<file path="src/rtl/muldiv_pkg.sv">
// Shared types and constants for the RV32M multiply/divide sequencer.
package muldiv_pkg;

  localparam int MULDIV_XLEN = 32;
  localparam logic [6:0] FUNCT7_MULDIV = 7'b0000001;

  typedef enum logic [1:0] {
    IDLE = 2'd0,
    CALC = 2'd1,
    FIX  = 2'd2,
    DONE = 2'd3
  } muldiv_state_e;

  typedef enum logic [2:0] {
    OP_MUL    = 3'b000,
    OP_MULH   = 3'b001,
    OP_MULHSU = 3'b010,
    OP_MULHU  = 3'b011,
    OP_DIV    = 3'b100,
    OP_DIVU   = 3'b101,
    OP_REM    = 3'b110,
    OP_REMU   = 3'b111
  } muldiv_op_e;

endpackage

</file>
<file path="src/rtl/muldiv_sequencer.sv">
// Radix-2 multi-cycle multiply/divide unit for RV32M; one shift-add or
// restoring-subtract step per cycle on a shared 2*XLEN shift register.
module muldiv_sequencer
  import muldiv_pkg::*;
#(
  parameter int XLEN = MULDIV_XLEN
) (
  input  logic            clk,
  input  logic            rst_n,
  input  logic            start,
  input  logic [2:0]      Funct3,
  input  logic [XLEN-1:0] SrcA,
  input  logic [XLEN-1:0] SrcB,
  input  logic            flush,
  output logic            busy,
  output logic            done,
  output logic [XLEN-1:0] Result
);

  localparam int CW = $clog2(XLEN);
  localparam logic [XLEN-1:0] INT_MIN = {1'b1, {(XLEN-1){1'b0}}};
  localparam logic [CW-1:0]   LAST_STEP = CW'(XLEN - 1);

  muldiv_state_e   r_state;
  muldiv_op_e      r_op;
  logic [CW-1:0]   r_cnt;
  logic            r_neg;
  logic [XLEN-1:0] r_opb;
  logic [2*XLEN-1:0] r_acc;
  logic [XLEN-1:0] r_result;
  logic            r_busy;
  logic            r_done;

  // Accept-time decode
  muldiv_op_e      w_op;
  logic            w_a_is_signed;
  logic            w_b_is_signed;
  logic            w_a_neg;
  logic            w_b_neg;
  logic [XLEN-1:0] w_abs_a;
  logic [XLEN-1:0] w_abs_b;
  logic            w_is_div;
  logic            w_is_rem;
  logic            w_sign;
  logic            w_div_zero;
  logic            w_div_ovf;
  logic            w_special;
  logic [XLEN-1:0] w_special_res;

  assign w_op          = muldiv_op_e'(Funct3);
  assign w_a_is_signed = (w_op == OP_MULH) || (w_op == OP_MULHSU) ||
                         (w_op == OP_DIV)  || (w_op == OP_REM);
  assign w_b_is_signed = (w_op == OP_MULH) || (w_op == OP_DIV) || (w_op == OP_REM);
  assign w_a_neg       = w_a_is_signed & SrcA[XLEN-1];
  assign w_b_neg       = w_b_is_signed & SrcB[XLEN-1];
  assign w_abs_a       = w_a_neg ? -SrcA : SrcA;
  assign w_abs_b       = w_b_neg ? -SrcB : SrcB;
  assign w_is_div      = Funct3[2];
  assign w_is_rem      = Funct3[2] & Funct3[1];
  // Remainder follows the dividend's sign; product and quotient use the XOR.
  assign w_sign        = w_is_rem ? w_a_neg : (w_a_neg ^ w_b_neg);
  assign w_div_zero    = w_is_div && (SrcB == '0);
  assign w_div_ovf     = ((w_op == OP_DIV) || (w_op == OP_REM)) &&
                         (SrcA == INT_MIN) && (SrcB == '1);
  assign w_special     = w_div_zero | w_div_ovf;
  assign w_special_res = w_div_zero ? (w_is_rem ? SrcA : '1)
                                    : (w_is_rem ? '0 : INT_MIN);

  // Multiply step: acc = {hi, multiplier}; add multiplicand to hi, shift right.
  logic            w_r_is_div;
  logic [XLEN:0]   w_mul_sum;
  logic [2*XLEN-1:0] w_mul_next;

  assign w_r_is_div = (r_op == OP_DIV) || (r_op == OP_DIVU) ||
                      (r_op == OP_REM) || (r_op == OP_REMU);
  assign w_mul_sum  = {1'b0, r_acc[2*XLEN-1:XLEN]} +
                      (r_acc[0] ? {1'b0, r_opb} : {(XLEN+1){1'b0}});
  assign w_mul_next = {w_mul_sum, r_acc[XLEN-1:1]};

  // Divide step: acc = {remainder, dividend/quotient}; quotient bits enter at the LSB.
  logic [XLEN:0]   w_div_shift;
  logic [XLEN:0]   w_div_trial;
  logic            w_div_ok;
  logic [2*XLEN-1:0] w_div_next;

  assign w_div_shift = {r_acc[2*XLEN-1:XLEN], r_acc[XLEN-1]};
  assign w_div_trial = w_div_shift - {1'b0, r_opb};
  assign w_div_ok    = ~w_div_trial[XLEN];
  assign w_div_next  = {(w_div_ok ? w_div_trial[XLEN-1:0] : w_div_shift[XLEN-1:0]),
                        r_acc[XLEN-2:0], w_div_ok};

  // Sign fix-up and result selection
  logic [2*XLEN-1:0] w_prod_fix;
  logic [XLEN-1:0]   w_quo_fix;
  logic [XLEN-1:0]   w_rem_fix;
  logic [XLEN-1:0]   w_fix_res;

  assign w_prod_fix = r_neg ? -r_acc : r_acc;
  assign w_quo_fix  = r_neg ? -r_acc[XLEN-1:0] : r_acc[XLEN-1:0];
  assign w_rem_fix  = r_neg ? -r_acc[2*XLEN-1:XLEN] : r_acc[2*XLEN-1:XLEN];

  always_comb begin
    w_fix_res = '0;
    case (r_op)
      OP_MUL:                       w_fix_res = w_prod_fix[XLEN-1:0];
      OP_MULH, OP_MULHSU, OP_MULHU: w_fix_res = w_prod_fix[2*XLEN-1:XLEN];
      OP_DIV, OP_DIVU:              w_fix_res = w_quo_fix;
      default:                      w_fix_res = w_rem_fix;
    endcase
  end

  always_ff @(posedge clk or negedge rst_n) begin
    if (!rst_n) begin
      r_state  <= IDLE;
      r_op     <= OP_MUL;
      r_cnt    <= '0;
      r_neg    <= 1'b0;
      r_opb    <= '0;
      r_acc    <= '0;
      r_result <= '0;
      r_busy   <= 1'b0;
      r_done   <= 1'b0;
    end else begin
      r_done <= 1'b0;
      if (flush) begin
        r_state <= IDLE;
        r_busy  <= 1'b0;
      end else begin
        case (r_state)
          IDLE: begin
            if (start) begin
              r_op   <= w_op;
              r_neg  <= w_sign;
              r_cnt  <= '0;
              r_opb  <= w_is_div ? w_abs_b : w_abs_a;
              r_acc  <= {{XLEN{1'b0}}, (w_is_div ? w_abs_a : w_abs_b)};
              r_busy <= 1'b1;
              if (w_special) begin
                r_result <= w_special_res;
                r_state  <= DONE;
                r_done   <= 1'b1;
              end else begin
                r_state  <= CALC;
              end
            end
          end
          CALC: begin
            r_acc <= w_r_is_div ? w_div_next : w_mul_next;
            r_cnt <= r_cnt + 1'b1;
            if (r_cnt == LAST_STEP) begin
              r_state <= FIX;
            end
          end
          FIX: begin
            r_result <= w_fix_res;
            r_state  <= DONE;
            r_done   <= 1'b1;
          end
          DONE: begin
            r_state <= IDLE;
            r_busy  <= 1'b0;
          end
          default: begin
            r_state <= IDLE;
            r_busy  <= 1'b0;
          end
        endcase
      end
    end
  end

  assign busy   = r_busy;
  assign done   = r_done;
  assign Result = r_result;

endmodule

</file>
<file path="config.mk">
export PLATFORM = sky130hd
export DESIGN_NAME = muldiv_sequencer
export DESIGN_NICKNAME = d
export VERILOG_FILES = /design/src/rtl/muldiv_pkg.sv /design/src/rtl/muldiv_sequencer.sv
export SDC_FILE = /design/constraint.sdc
export NUM_CORES = 1
export LEC_CHECK = 0
export CORE_MARGIN = 4
export CORE_UTILIZATION = 35
export DETAILED_ROUTE_END_ITERATION = 10
export GPL_TIMING_DRIVEN = 0
export PLACE_DENSITY = 0.49
export REMOVE_ABC_BUFFERS = 1
export SYNTH_ARGS = -nofsm -noshare
export SYNTH_HDL_FRONTEND = slang
export SYNTH_SLANG_ARGS = --single-unit
</file>
<file path="constraint.sdc">
create_clock -name clk -period 3.9 [get_ports clk]
set_input_delay 0.39 -clock clk [delete_from_list [all_inputs] [get_ports clk]]
set_output_delay 0.39 -clock clk [all_outputs]
set_load 0.01 [all_outputs]
</file>
Word level (Yosys, flattened, before mapping). Cells that the tools add are included.

Register bits: 141. Latch bits: 0. Bits in writable memories: 0. Bits in read-only memories: 0. Input bits: 71. Output and inout bits: 34. Word-level logic and storage cells: 104. Memories kept: 0.

Add/sub/neg operators: 8. Multiply operators: 0. Divide/modulo/power cells: 0. Order comparisons: 0. Eq/ne operators: 21. Shift-type cells: 0. Muxes and demuxes: 34. Bitwise operators: 7. Reductions and logical operators: 25.

Operators with widths (number): $mux 32 (13); $mux 64 (3); $neg 32->32 (4); $pmux 64 s2 (1); $pmux 32 s3 (1); $eq 32x32->1 const B (2); $neg 64->64 (1); $pmux 32 s2 (1); $add 32x32->33 (1); $sub 33x32->33 (1); $logic_not 32->1 (1); $eq 3x3->1 const B (6); $pmux 5 s2 (1); $eq 3x2->1 const B (3); $logic_or 1x1->1 (9); $mux 2 (4); $pmux 2 s4 (1); $eq 3x1->1 const B (2); $mux 1 (6); $ne 3x3->1 const B (2); $reduce_and 3->1 (2); $add 5x1->5 const B (1); $eq 5x5->1 const B (1); $mux 5 (1); 17 further kinds (27).

Depth between registers and ports, before layout.
Depth in word-level cells: 9. Depth in mapped cells: 14. Mapped depth without buffers: 13.

Least setup slack after synthesis. OpenSTA, ideal clock, no wires.

Path kind: flip-flop to flip-flop. Start: reg r_acc[43]. End: reg r_acc[56]. Data arrival time: 3.149 ns. Slack: 0.625 ns. Cell stages (with the launch flop): 13. Buffers on the path: 2. Cells stage by stage: dfrtp_1 -> ha_1 -> clkbuf_1 -> and4_1 -> nand2_1 -> or4_1 -> o2111ai_1 -> a31oi_1 -> xnor2_2 -> buf_2 -> mux2i_1 -> nor2_1 -> a221o_1.

Word-level cells in the longest chain between the ends: 4. Elaborated cells between the ends (all ways): 5.

RTL lines: from (decl) (line muldiv_sequencer.sv:29) `logic [2*XLEN-1:0] r_acc;`; from (signal assigned) (line muldiv_sequencer.sv:136) `r_acc <= {{XLEN{1'b0}}, (w_is_div ? w_abs_a : w_abs_b)};`; from (signal assigned) (line muldiv_sequencer.sv:148) `r_acc <= w_r_is_div ? w_div_next : w_mul_next;`; $sub 33x32->33 (line muldiv_sequencer.sv:87) `assign w_div_trial = w_div_shift - {1'b0, r_opb};`; $mux 32 (line muldiv_sequencer.sv:89) `assign w_div_next = {(w_div_ok ? w_div_trial[XLEN-1:0] : w_div_shift[XLEN-1:0]),`; $mux 64 * (line muldiv_sequencer.sv:148); $pmux 64 s2 * (line muldiv_sequencer.sv:129) `case (r_state)`.

Mark *: on every way between the ends. The rest lies on a longest branch, timed or not. A chain may end at the register's enable or synchronous reset.

Final worst setup path.
Start: reg r_acc[31]. End: reg r_acc[0].

Word-level cells in the longest chain between the ends: 4.

RTL lines: $sub 33x32->33 (line muldiv_sequencer.sv:87); $not 1->1 (line muldiv_sequencer.sv:88) `assign w_div_ok = ~w_div_trial[XLEN];`; $mux 64 (line muldiv_sequencer.sv:148); $pmux 64 s2 (line muldiv_sequencer.sv:129).

No other way between the ends.

==> reports/qor.yml <==
initial_utilization: 0.3536
dpl.hpwl_um: 44350
io_pins: 105
yosysSeqAreaShare: 0.2384
synthMostInstantiatedCell: "nor2_1"
finalCritPeriodShare: 0.9603
synth_area_per_cell_um2: 7.426
clock_sinks: 141
synth_edf_count: 0
yosys_warnings: 0
grt_overflow: 0
synth-seq-cells: 141
crit_chain: "inv_1 -> ha_1 -> fa_1 -> nand2b_1 -> a21oi_2 -> o211ai_1 -> o2111ai_2 -> a31oi_4 -> xnor2_4 -> buf_4 -> buf_4 -> nand2_1 -> o21a_1 -> o21ai_0"
synthTopCellsByArea: "dfrtp_1 (24%), o21ai_0 (6.5%), ha_1 (6.3%)"
async_flop_share: 1.000
met1_usage: 0.3583
fp.dieW_um: 213.6
synth_area_leader_cell: "dfrtp_1"
root_buffer: "clkbuf_16"
grtUsageMet3: 0.03453
fin_crit_ps: 3745
crit_arrival_ps: 4100
skew_ps: 14.00
die_area_um2: 45640
insertion_delay_ps: 460
track_usage: 0.2540
dp_slack_ps: -1051
diodes: 0
vdd_ir_drop_max_uv: 383.1
regArea_um2: 3533
drt-pass1-iter-count: 5
row_count: 75
finish.net_count: 2158
endpoint_kind: "flop"
wire_per_inst_um: 22.77
hold_viol_final: 0
synthCells: 1993
drt_iter0_drc: 1425
yosys.area.top_type_share: 0.2384
synth_cell_types: 79
cp_slowest_cell: "dfrtp_2"
hold_class: "primary input to flop"
drtAntennaViolNets: 0
multi_input_area_um2: 10640
final_util: 0.4094
use_met2: 0.3933
maxCapViolCount: 0
cts_tree: "done"
fp.coreArea_um2: 41850
clk_pin_slew_ps: 70
max_stage_delay_ps: 440
cts_buffers: 17
numPortBuffers: 104
power_density_nw_per_um2: 894.6
finalWorstSetupSlack_ps: 155.0
cp.required_ps: 4250
synth_common_cells: "nor2_1 (224), o21ai_0 (193), nand2_1 (190)"
crit_type: "flop to flop"
critPathLaunchType: "flop"
grt_pass1_vias: 14490
slew_violations: 0
drc: 0
grt_setup_unrepaired: "false"
layout-drive-gt1-share: 0.07711
p_leak_uw: 0.006832
cpMostUsedCell: "buf_4"
htreeDepth: 4
setup-tns-final_ps: 0
viasPerCell: 5.899
fillers: 4394
place_congestion: 0.9308
status: "finished, final reports clean"
vias: 15110
relSlewSlack: 0.1210
final_cell_area_um2: 17130
die_h_um: 213.6
worst_slew_pin_slew_ps: 1316
crit_fanout: 5
antenna_found_initial: 4
clockBufferDepth: 2
syn2layout_area_growth_pct: 15.78
setup_viol_count_final: 0
placed_cell_area_um2: 16310
grt_pass1_wl_um: 88600
grt_max_degree: 100
synth.cell_area_um2: 14800
grt-busiest-layer: "met2"
synth_ff_type: "dfrtp_1"
fmax_ghz: 0.2670
power_uw: 15330
wirelength_um: 58320
-- power by group --
group	switching (uW)	internal, uW	leakage, uW
logic	6150	4310	0.00478
clock network	725	891	0.000257
registers	1180	2080	0.00180
-- flip-flops by register name, summed over array words and instances, names as in the netlist, 2 cells and up --
name	cells
Result	32
r_opb	32
r_op	3
r_cnt	5
r_state	2
r_acc	64
-- cell type report --
cell class | count | area share
flip-flops and latches | 141 | 0.2062
clock inverters | 14 | 0.007010
inverters | 71 | 0.01577
multi-input cells | 1645 | 0.6211
well taps | 539 | 0.03936
clock buffers | 18 | 0.02563
repair buffers | 133 | 0.08449
repair inverters | 1 | 0.0004381
-- worst max-delay path, delay by kind of cell, from the launching register on --
| kind | cells | cell delay (ps) |
|---|---|---|
| simple gates | 2 | 430 |
| flops | 1 | 440 |
| xor+xnor | 1 | 290 |
| buf+inv | 3 | 430 |
| fa+ha+maj | 2 | 640 |
| compound gates | 6 | 1420 |
-- path summary, 6_finish.rpt --
path	slack, ps	start	end	depth (start not counted)
setup / recovery	150	r_acc[31]	r_acc[0]	14
hold / removal	330	Funct3[2]	r_op[2]	3
setup reg to reg	150	r_acc[31]	r_acc[0]	14
hold reg to reg	480	r_opb[21]	r_opb[21]	2
max in group asynchronous	2590	rst_n	r_op[2]	3
min in group asynchronous	460	rst_n	Result[8]	2
-- per-layer routing --
metal / up-vias / wire length (um)
met3: 106 / 2795
met2: 470 / 25760
li1: 7290 / -
met5: - / 28
met4: 4 / 2388
met1: 7242 / 27350
-- what timing repair did --
| action | CTS | global route |
|---|---|---|
| pin swaps | 3 | 4 |
| hold buffers | 1 | 0 |
| gates resized for setup | 16 | 12 |
| hold endpoints to repair | 60 | 0 |
| gates cloned | 2 | 1 |
| buffers inserted | 8 | 5 |
| endpoints found under the setup margin | 61 | 17 |
-- cell families (layout without fill, tap and decap cells) --
logic type,count (synthesis),count (layout),synth area share
simple gates,670,670,0.2108
compound gates,659,659,0.2801
buf+inv,208,237,0.05402
xor+xnor,166,167,0.09875
flops,141,141,0.2384
fa+ha+maj,77,77,0.06611
mux,72,72,0.05183
-- metrics by stage --
stage                     std cells  hold slack, ps
after floorplan                1856           94.41
after global placement         2499           462.3
after detailed placement       2512           367.8
after CTS                      2555           290.1
after global routing           2562           339.0
final                          2562           331.6
-- cell usage in the layout (no fill, tap or decap), drive strengths merged, types with 54 or more instances in the layout --
cell type / count
o21ai: 196
nor2: 224
ha: 75
nand2: 190
a21oi: 179
dfrtp: 141
xor2: 72
xnor2: 95
nand3: 54
clkdlybuf4s50: 102
inv: 70
No activity file was read; power rests on OpenSTA's default activity.
